[config.mk]
export PLATFORM = sky130hd
export DESIGN_NAME = div_unit
export DESIGN_NICKNAME = d
export VERILOG_FILES = /design/src/rtl/div_pkg.sv /design/src/rtl/div_step.sv /design/src/rtl/div_unit.sv
export SDC_FILE = /design/constraint.sdc
export NUM_CORES = 1
export LEC_CHECK = 0
export ABC_AREA = 1
export CAP_MARGIN = 40
export CORE_MARGIN = 4
export CORE_UTILIZATION = 37
export DETAILED_ROUTE_END_ITERATION = 8
export PLACE_DENSITY = 0.54
export SLEW_MARGIN = 10
export SYNTH_ARGS = -nofsm -noshare
export SYNTH_HDL_FRONTEND = slang
export SYNTH_SLANG_ARGS = --single-unit
[constraint.sdc]
create_clock -name clk -period 4.9 [get_ports clk]
set_clock_uncertainty 0.15 [all_clocks]
set_input_delay 0.98 -clock clk [delete_from_list [all_inputs] [get_ports clk]]
set_output_delay 0.98 -clock clk [all_outputs]
set_load 0.05 [all_outputs]
[src/rtl/div_pkg.sv]
// Shared types and constants for the iterative RV32M divider.
package div_pkg;

  typedef enum logic [1:0] {
    DIV  = 2'b00,
    DIVU = 2'b01,
    REM  = 2'b10,
    REMU = 2'b11
  } div_op_e;

  typedef enum logic [1:0] {
    IDLE = 2'b00,
    RUN  = 2'b01,
    DONE = 2'b10
  } div_state_e;

  localparam logic [31:0] DIV_OVF_DIVIDEND = 32'h8000_0000;

endpackage

[src/rtl/div_step.sv]
// One restoring-division step: shift the next dividend bit into the partial
// remainder, subtract the divisor magnitude when it fits.
module div_step #(
  parameter int unsigned DATA_WIDTH = 32
) (
  input  logic [DATA_WIDTH-1:0] rem,
  input  logic [DATA_WIDTH-1:0] q,
  input  logic [DATA_WIDTH-1:0] dmag,
  output logic [DATA_WIDTH-1:0] rem_next,
  output logic [DATA_WIDTH-1:0] q_next
);

  logic [DATA_WIDTH:0] partial;
  logic [DATA_WIDTH:0] trial;

  always_comb begin
    partial = {rem, q[DATA_WIDTH-1]};
    trial   = partial - {1'b0, dmag};
    if (!trial[DATA_WIDTH]) begin
      rem_next = trial[DATA_WIDTH-1:0];
      q_next   = {q[DATA_WIDTH-2:0], 1'b1};
    end else begin
      // partial < dmag here, so it always fits back into DATA_WIDTH bits
      rem_next = partial[DATA_WIDTH-1:0];
      q_next   = {q[DATA_WIDTH-2:0], 1'b0};
    end
  end

endmodule

[src/rtl/div_unit.sv]
// Iterative radix-2 restoring divider for DIV/DIVU/REM/REMU with E-stage stall.
// Optional macro DIV_EARLY_OUT_EN: finish in one cycle when |dividend| < |divisor|.
module div_unit
  import div_pkg::*;
#(
  parameter int unsigned DATA_WIDTH = 32
) (
  input  logic                  clk,
  input  logic                  rst,
  input  logic                  start,
  input  logic                  flush,
  input  logic [1:0]            op,
  input  logic [DATA_WIDTH-1:0] dividend,
  input  logic [DATA_WIDTH-1:0] divisor,
  output logic                  stall,
  output logic                  done,
  output logic [DATA_WIDTH-1:0] result
);

  localparam int unsigned CNT_W = $clog2(DATA_WIDTH) + 1;

  div_state_e            state_q, state_d;
  logic [CNT_W-1:0]      cnt_q;
  logic [DATA_WIDTH-1:0] rem_q, q_q, dmag_q, result_q;
  logic                  is_rem_q, sign_q, sign_r;

  div_op_e               op_e;
  logic                  signed_op, sa, sb, div_zero, ovf, early, special, issue;
  logic [DATA_WIDTH-1:0] a_mag, b_mag, spec_q, spec_r;
  logic [DATA_WIDTH-1:0] rem_nx, q_nx, q_fix, r_fix;

  assign op_e      = div_op_e'(op);
  assign signed_op = (op_e == DIV) || (op_e == REM);
  assign sa        = signed_op & dividend[DATA_WIDTH-1];
  assign sb        = signed_op & divisor[DATA_WIDTH-1];
  assign a_mag     = sa ? -dividend : dividend;
  assign b_mag     = sb ? -divisor : divisor;
  assign div_zero  = (divisor == '0);
  assign ovf       = signed_op && (dividend == DIV_OVF_DIVIDEND) && (divisor == '1);
`ifdef DIV_EARLY_OUT_EN
  assign early     = !div_zero && (a_mag < b_mag);
`else
  assign early     = 1'b0;
`endif
  assign special   = div_zero | ovf | early;
  assign issue     = start && !flush;

  always_comb begin
    spec_q = '0;
    spec_r = dividend;
    if (div_zero) begin
      spec_q = '1;
    end else if (ovf) begin
      spec_q = DIV_OVF_DIVIDEND;
      spec_r = '0;
    end
  end

  div_step #(.DATA_WIDTH(DATA_WIDTH)) u_step (
    .rem      (rem_q),
    .q        (q_q),
    .dmag     (dmag_q),
    .rem_next (rem_nx),
    .q_next   (q_nx)
  );

  assign q_fix = sign_q ? -q_nx : q_nx;
  assign r_fix = sign_r ? -rem_nx : rem_nx;

  always_comb begin
    state_d = state_q;
    stall   = 1'b0;
    done    = 1'b0;
    case (state_q)
      IDLE: begin
        if (issue) begin
          stall   = 1'b1;
          state_d = special ? DONE : RUN;
        end
      end
      RUN: begin
        stall = 1'b1;
        if (flush)                     state_d = IDLE;
        else if (cnt_q == CNT_W'(1))   state_d = DONE;
      end
      DONE: begin
        done    = 1'b1;
        state_d = IDLE;
      end
      default: state_d = IDLE;
    endcase
  end

  always_ff @(posedge clk) begin
    if (rst) state_q <= IDLE;
    else     state_q <= state_d;
  end

  always_ff @(posedge clk) begin
    if (rst) begin
      cnt_q    <= '0;
      rem_q    <= '0;
      q_q      <= '0;
      dmag_q   <= '0;
      result_q <= '0;
      is_rem_q <= 1'b0;
      sign_q   <= 1'b0;
      sign_r   <= 1'b0;
    end else begin
      case (state_q)
        IDLE: begin
          if (issue) begin
            is_rem_q <= op[1];
            sign_q   <= sa ^ sb;
            sign_r   <= sa;
            dmag_q   <= b_mag;
            if (special) begin
              result_q <= op[1] ? spec_r : spec_q;
            end else begin
              rem_q <= '0;
              q_q   <= a_mag;
              cnt_q <= CNT_W'(DATA_WIDTH);
            end
          end
        end
        RUN: begin
          if (!flush) begin
            rem_q <= rem_nx;
            q_q   <= q_nx;
            cnt_q <= cnt_q - 1'b1;
            if (cnt_q == CNT_W'(1)) result_q <= is_rem_q ? r_fix : q_fix;
          end
        end
        default: ;
      endcase
    end
  end

  assign result = result_q;

endmodule
# After elaboration in Yosys (flattened, before gate mapping)
# Index checks and enable logic that the tools add are counted.
[op_classes]
muxes = 37
n_eq_ne = 12
reduce_logical = 13
n_bitwise = 4
addsub = 6
[op_table]
columns = ["op", "n"]
rows = [
  ["32-bit two-way mux", 21],
  ["32-bit one-hot mux with 2 select lines", 3],
  ["32-bit negation", 4],
  ["32-bit equality test, second input constant", 2],
  ["33-bit by 32-bit subtractor with 33-bit output", 1],
  ["32-bit logical NOT", 1],
  ["6-bit two-way mux", 3],
  ["6-bit one-hot mux with 2 select lines", 1],
  ["2-bit inequality test, second input constant", 5],
  ["2-bit two-way mux", 4],
  ["6-bit by 1-bit equality test with 1-bit output, second input constant", 1],
  ["6-bit by 1-bit subtractor with 6-bit output, second input constant", 1],
  ["5-bit AND reduction", 1],
  ["2-bit equality test, second input constant", 2],
  ["2-bit logical NOT", 2],
  ["2-bit one-hot mux with 2 select lines", 1],
  ["2-bit AND reduction", 2],
  ["4-bit AND reduction", 1],
  ["1-bit logical AND", 3],
  ["1-bit two-way mux", 3],
  ["3-bit inequality test, second input constant", 1],
  ["1-bit AND", 2],
  ["2-bit by 1-bit equality test with 1-bit output, second input constant", 1],
  ["1-bit one-hot mux with 2 select lines", 1],
  ["5 further kinds", 5],
]
[totals]
inputBits = 70
register_bits = 139
out_inout_bits = 34
elab_cells = 81

# Longest topological paths before layout
[logic_depth]
depth_word = 10
ltp_mapped = 34
depth_no_buf = 32

# By module
# From an unflattened synthesis, not the netlist that was laid out.
[hier_totals]
cells_unflattened = 2423
hier_area_um2 = 13377.8
[by_module_without_submodules]
columns = ["mod", "area_per_inst_um2", "n_inst", "cells_per_inst", "seq_area_each_um2"]
rows = [
  ["div_unit", 9844.4, 1, 1708, 2782.7],
  ["div_step", 3533.4, 1, 715, 0.0],
]

# Least setup slack after synthesis
# OpenSTA, ideal clock, no wires.
[synth_path]
path_kind = "flip-flop to flip-flop"
start = "reg q_q[31]"
end = "reg result_q[30] (netlist: result[30])"
arrival_ns = 3.732
path_stages_with_launch = 34
setup_time_ns = 0.132
n_path_buf = 2
path_slack_ns = 0.886
period_less_slack_ns = 4.014
required_time_ns = 4.618
path_cell_list = "dfxtp_1 -> inv_1 -> ha_1 -> inv_1 -> fa_1 -> nand2_1 -> nand2_1 -> nand3_1 -> nand2_2 -> nand2_2 -> nand2_4 -> nand2_4 -> nand3_2 -> nand2_4 -> buf_6 -> buf_6 -> ha_1 -> inv_1 -> nor3_1 -> nand2_1 -> nor2_1 -> inv_1 -> nor2_1 -> nand2_1 -> nor2_1 -> a31oi_1 -> nor2_1 -> o21ai_0 -> a21oi_1 -> nand2_1 -> a31oi_1 -> nand2_1 -> nand2_1 -> a21oi_2"
[synth_via]
elab_chain_len = 8
elab_cells_between_ends = 11
cone_classes = "3 x add/sub; 8 x mux"
[synth_rtl]
columns = ["element", "line", "rtl"]
rows = [
  ["start, declared", "div_unit.sv:24", "logic [DATA_WIDTH-1:0] rem_q, q_q, dmag_q, result_q;"],
  ["start signal, assigned", "div_unit.sv:121", "q_q <= a_mag;"],
  ["start signal, assigned", "div_unit.sv:129", "q_q <= q_nx;"],
  ["33-bit by 32-bit subtractor with 33-bit output", "div_step.sv:18", "trial = partial - {1'b0, dmag};"],
  ["1-bit two-way mux / 32-bit two-way mux (equally long branches)", "div_step.sv:19", "if (!trial[DATA_WIDTH]) begin"],
  ["32-bit negation, on equally long branches", "div_unit.sv:67, div_unit.sv:68", ""],
  ["32-bit two-way mux, on equally long branches", "div_unit.sv:67, div_unit.sv:68", ""],
  ["32-bit two-way mux * (2 in a row)", "div_unit.sv:131", "if (cnt_q == CNT_W'(1)) result_q <= is_rem_q ? r_fix : q_fix;"],
  ["32-bit two-way mux *", "div_unit.sv:127", "if (!flush) begin"],
  ["32-bit one-hot mux with 2 select lines *", "div_unit.sv:110", "case (state_q)"],
  ["end signal, assigned", "div_unit.sv:118", "result_q <= op[1] ? spec_r : spec_q;"],
  ["end signal, assigned", "div_unit.sv:131", ""],
  ["end, declared", "div_unit.sv:24", ""],
]
# Every way passes the cells marked *; elsewhere a longest branch is shown, timed or not. The select of a mux whose other input is x is not followed.
# A chain may end at the register's enable or synchronous reset.

# Worst setup path after layout
# Ends and elaborated chain as after synthesis.

==> impl_metrics.csv <==
group,metric,value,unit
critical_path,slowest_cell_on_the_critical_path,"fa_1",
flow_run,max_cap_violations,0,
global_route,initial_antenna_violation_count,0,
critical_path,critical_path.max_fanout,4,
global_route,largest_net_degree_at_the_start_of_global_routing,63,
finish,antennaDiodeCount,0,
route,drt_wl_total,46510,um
timing,slew_violations,0,
floorplanning,floorplan.die_area,0.03634,mm2
synthesis,cell_area_after_technology_mapping,0.01234,mm2
finish,multi_input_comb_area,0.008178,mm2
global_route,grt_overflow_total,0,
route,detail_route.first_pass.iterations,7,
clock_tree,post_cts_sizing_count,0,
synthesis,yosys_warnings,0,
finish,fraction_of_final_layout_cells_with_drive_strength_greater_than_1,7.859,%
synthesis,post_synth_inst_count,2084,
power_and_ir_drop,post-layout-total-power,4.669,mW
clock_tree,clock_latency,0.45,ns
critical_path,critical_path.max_stage_delay,0.41,ns
global_route,grt_pass1_wl,72670,um
place,gp_routability_congestion,0.9466,
floorplanning,ios,104,
clock_tree,cts_hold_buffers,0,
clock_tree,numClockSinks,139,
route,vias,13610,
finish,flow.area_growth_from_synthesis,16.47,%
synthesis,syn_nets,2194,
critical_path,setup.worst_path.end_class,"flop",
power_and_ir_drop,leakage,6.648,nW
synthesis,yosys.area.top_type_share,22.55,%
timing,highest_clock_rate,0.2302,GHz
synthesis,synthDistinctLibCells,55,
critical_path,crit_arrival,4.50,ns
global_route,gr-usage-all-layers,25.55,%
critical_path,critPathRequiredTime,5.06,ns
synthesis,total_of_flip_flops_plus_latches_after_synthesis,139,
critical_path,critPathKind,"flop to flop",
timing,tns,0,ns
worst_hold_path,worst_hold_path_type,"flop to flop",
place,number_of_input_and_output_port_buffers_inserted,103,
clock_tree,post-cts-setup-buffers,0,
place,dpl_worst_slack,0.4599,ns
place,place_hpwl,36780,um
timing,final_setup_margin,0.5556,ns
synthesis,syn-mean-instance-area,5.922,um2
run_status,status,"finished clean",
critical_path,timing.critical_path.mode_cell,"nand2_1",
route,route.antenna.remaining_nets,0,
finish,design.final.nets,2260,
clock_tree,deepest_level_of_the_cts_h_tree,4,
clock_tree,cts_buffer_depth,2,
clock_tree,clk_tree_root_cell,"clkbuf_16",
timing,final-hold-violation-count,0,
timing,setup_viol,0,
clock_tree,tritoncts.num_buffers,17,
finish,final-seq-area,0.002783,mm2
global_route,grt_pass1_vias,12600,
synthesis,synth_top_cells_by_area,"dfxtp_1 (23%), nand2_1 (18%), a21oi_1 (8.0%)",
timing,worst_slew_margin_rel,42.90,%
synthesis,ys_seq_area_share,22.55,%
floorplanning,rows,66,
route,drtIter0Drc,1295,
timing,post-route-min-period,4.344,ns
clock_tree,worst_setup_hold_path_clk_slew,0.07,ns
finish,filler_cell_count,3653,
timing,grt_setup_unrepaired,"false",
floorplanning,core_region_area,0.03270,mm2
route,detail_route.drc_violations,0,
route,detail_route.vias_per_cell,5.223,
floorplanning,die_width,190.6,um
critical_path,timing.critical_path.from_type,"flop",
timing,final.period_utilization,88.66,%
route,wl_cell,17.85,um
floorplanning,die_h,190.6,um
power_and_ir_drop,power_per_cell_area,324.8,mW/mm2
power_and_ir_drop,vdd_ir_drop_max,0.0002600,V
timing,worst_slew_pin_slew,0.8556,ns
synthesis,yosysTopAreaCell,"dfxtp_1",
clock_tree,tritoncts,"yes",
floorplanning,initial_utilization,37.74,%
cell usage after synthesis, drive strengths merged:
cell type  instances
a211oi             1
a21o               2
a21oi            207
a22oi             12
a2bb2oi            5
a31oi             21
buf               26
clkbuf            54
clkinv             1
dfxtp            139
fa                 1
ha                39
inv              269
nand2            636
nand3            143
nand3b             7
nand4             30
nor2             202
nor3              37
nor3b              1
nor4              10
o211ai            10
o21a               1
o21ai            130
o21bai             7
o221ai             8
o22ai              3
o311ai             1
o31ai              2
o41ai              2
or2               15
xnor2             21
xor2              41
where the power goes:
group          leakage (nW)  internal, mW  switching, mW
combinational          5.22         0.615           1.32
sequential             1.13          1.23          0.116
clock                 0.293         0.791          0.594
total                  6.65          2.63           2.03
per-stage QoR:
step | instances | instance area (um2) | util (%) | hold WS, ns
finish | 2605 | 14380 | 43.96 | 0.3080
global route | 2605 | 14380 | 43.96 | 0.3288
CTS | 2605 | 14380 | 43.96 | 0.3114
detailed placement | 2573 | 13770 | 42.10 | 0.3015
global placement | 2572 | 13740 | 42.01 | 0.3003
floorplan | 2084 | 12340 | - | 0.2884
critical path: cells and delay by family (launching register included):
| family | cells | cell delay (ns) |
|---|---|---|
| AO/OA/AOI/OAI | 5 | 0.68 |
| buffers and inverters | 4 | 0.24 |
| adder cells (fa/ha/maj) | 3 | 0.68 |
| AND/OR/NAND/NOR | 19 | 2.15 |
| flip-flops | 1 | 0.31 |
flip-flops by register name, indices dropped and copies added, names as in the netlist:
register  cells
result       32
sign_q        1
state_q       2
cnt_q         6
is_rem_q      1
rem_q        32
dmag_q       32
q_q          32
sign_r        1
layout make-up:
class	instances	area share, %
Clock inverter	13	1.088
Multi-Input combinational cell	1595	56.89
Timing Repair Buffer	127	8.617
Tap cell	442	3.847
Inverter	270	7.050
Sequential cell	139	19.36
Clock buffer	19	3.151
cells in the final DEF (no fill, tap or decap), types with 8 or more instances in the layout:
master             n
a31oi_1           21
nor3_1            33
a21oi_1          197
inv_1            259
nor4_1             8
inv_2             10
nor2_1           190
a22oi_1           12
nand3_1          134
or2_2             13
nand2_4           15
ha_1              39
o21ai_0           95
o211ai_1          10
xor2_1            41
dfxtp_1          139
clkdlybuf4s50_1  101
nand2_1          591
xnor2_1           21
a21oi_2            9
clkbuf_16         17
nand2_2           30
o21ai_1           29
o221ai_1           8
buf_4             24
nand4_1           30
final timing paths:
path	startpoint	endpoint	slack, ns	depth (start not counted)
setup / recovery	q_q[31]	result[30]	0.56	31
hold / removal	cnt_q[1]	cnt_q[1]	0.31	2
setup reg to reg	q_q[31]	result[30]	0.56	31
hold reg to reg	cnt_q[1]	cnt_q[1]	0.31	2
layer usage:
layer,vias up,GRT usage (%),part of all wire (%)
met5,-,0,0
met4,0,5.718,1.5
met3,38,3.790,6.7
met2,411,37.79,42
met1,6242,39.02,50
li1,6915,-,-
cells by family after synthesis:
| group | count (synthesis) | synth area share (%) |
|---|---|---|
| flops | 139 | 22.55 |
| fa+ha+maj | 40 | 4.116 |
| xor+xnor | 62 | 4.400 |
| simple gates | 1081 | 38.79 |
| compound gates | 412 | 18.82 |
| buf+inv | 350 | 11.33 |
Power figures use the tool's default switching activity.
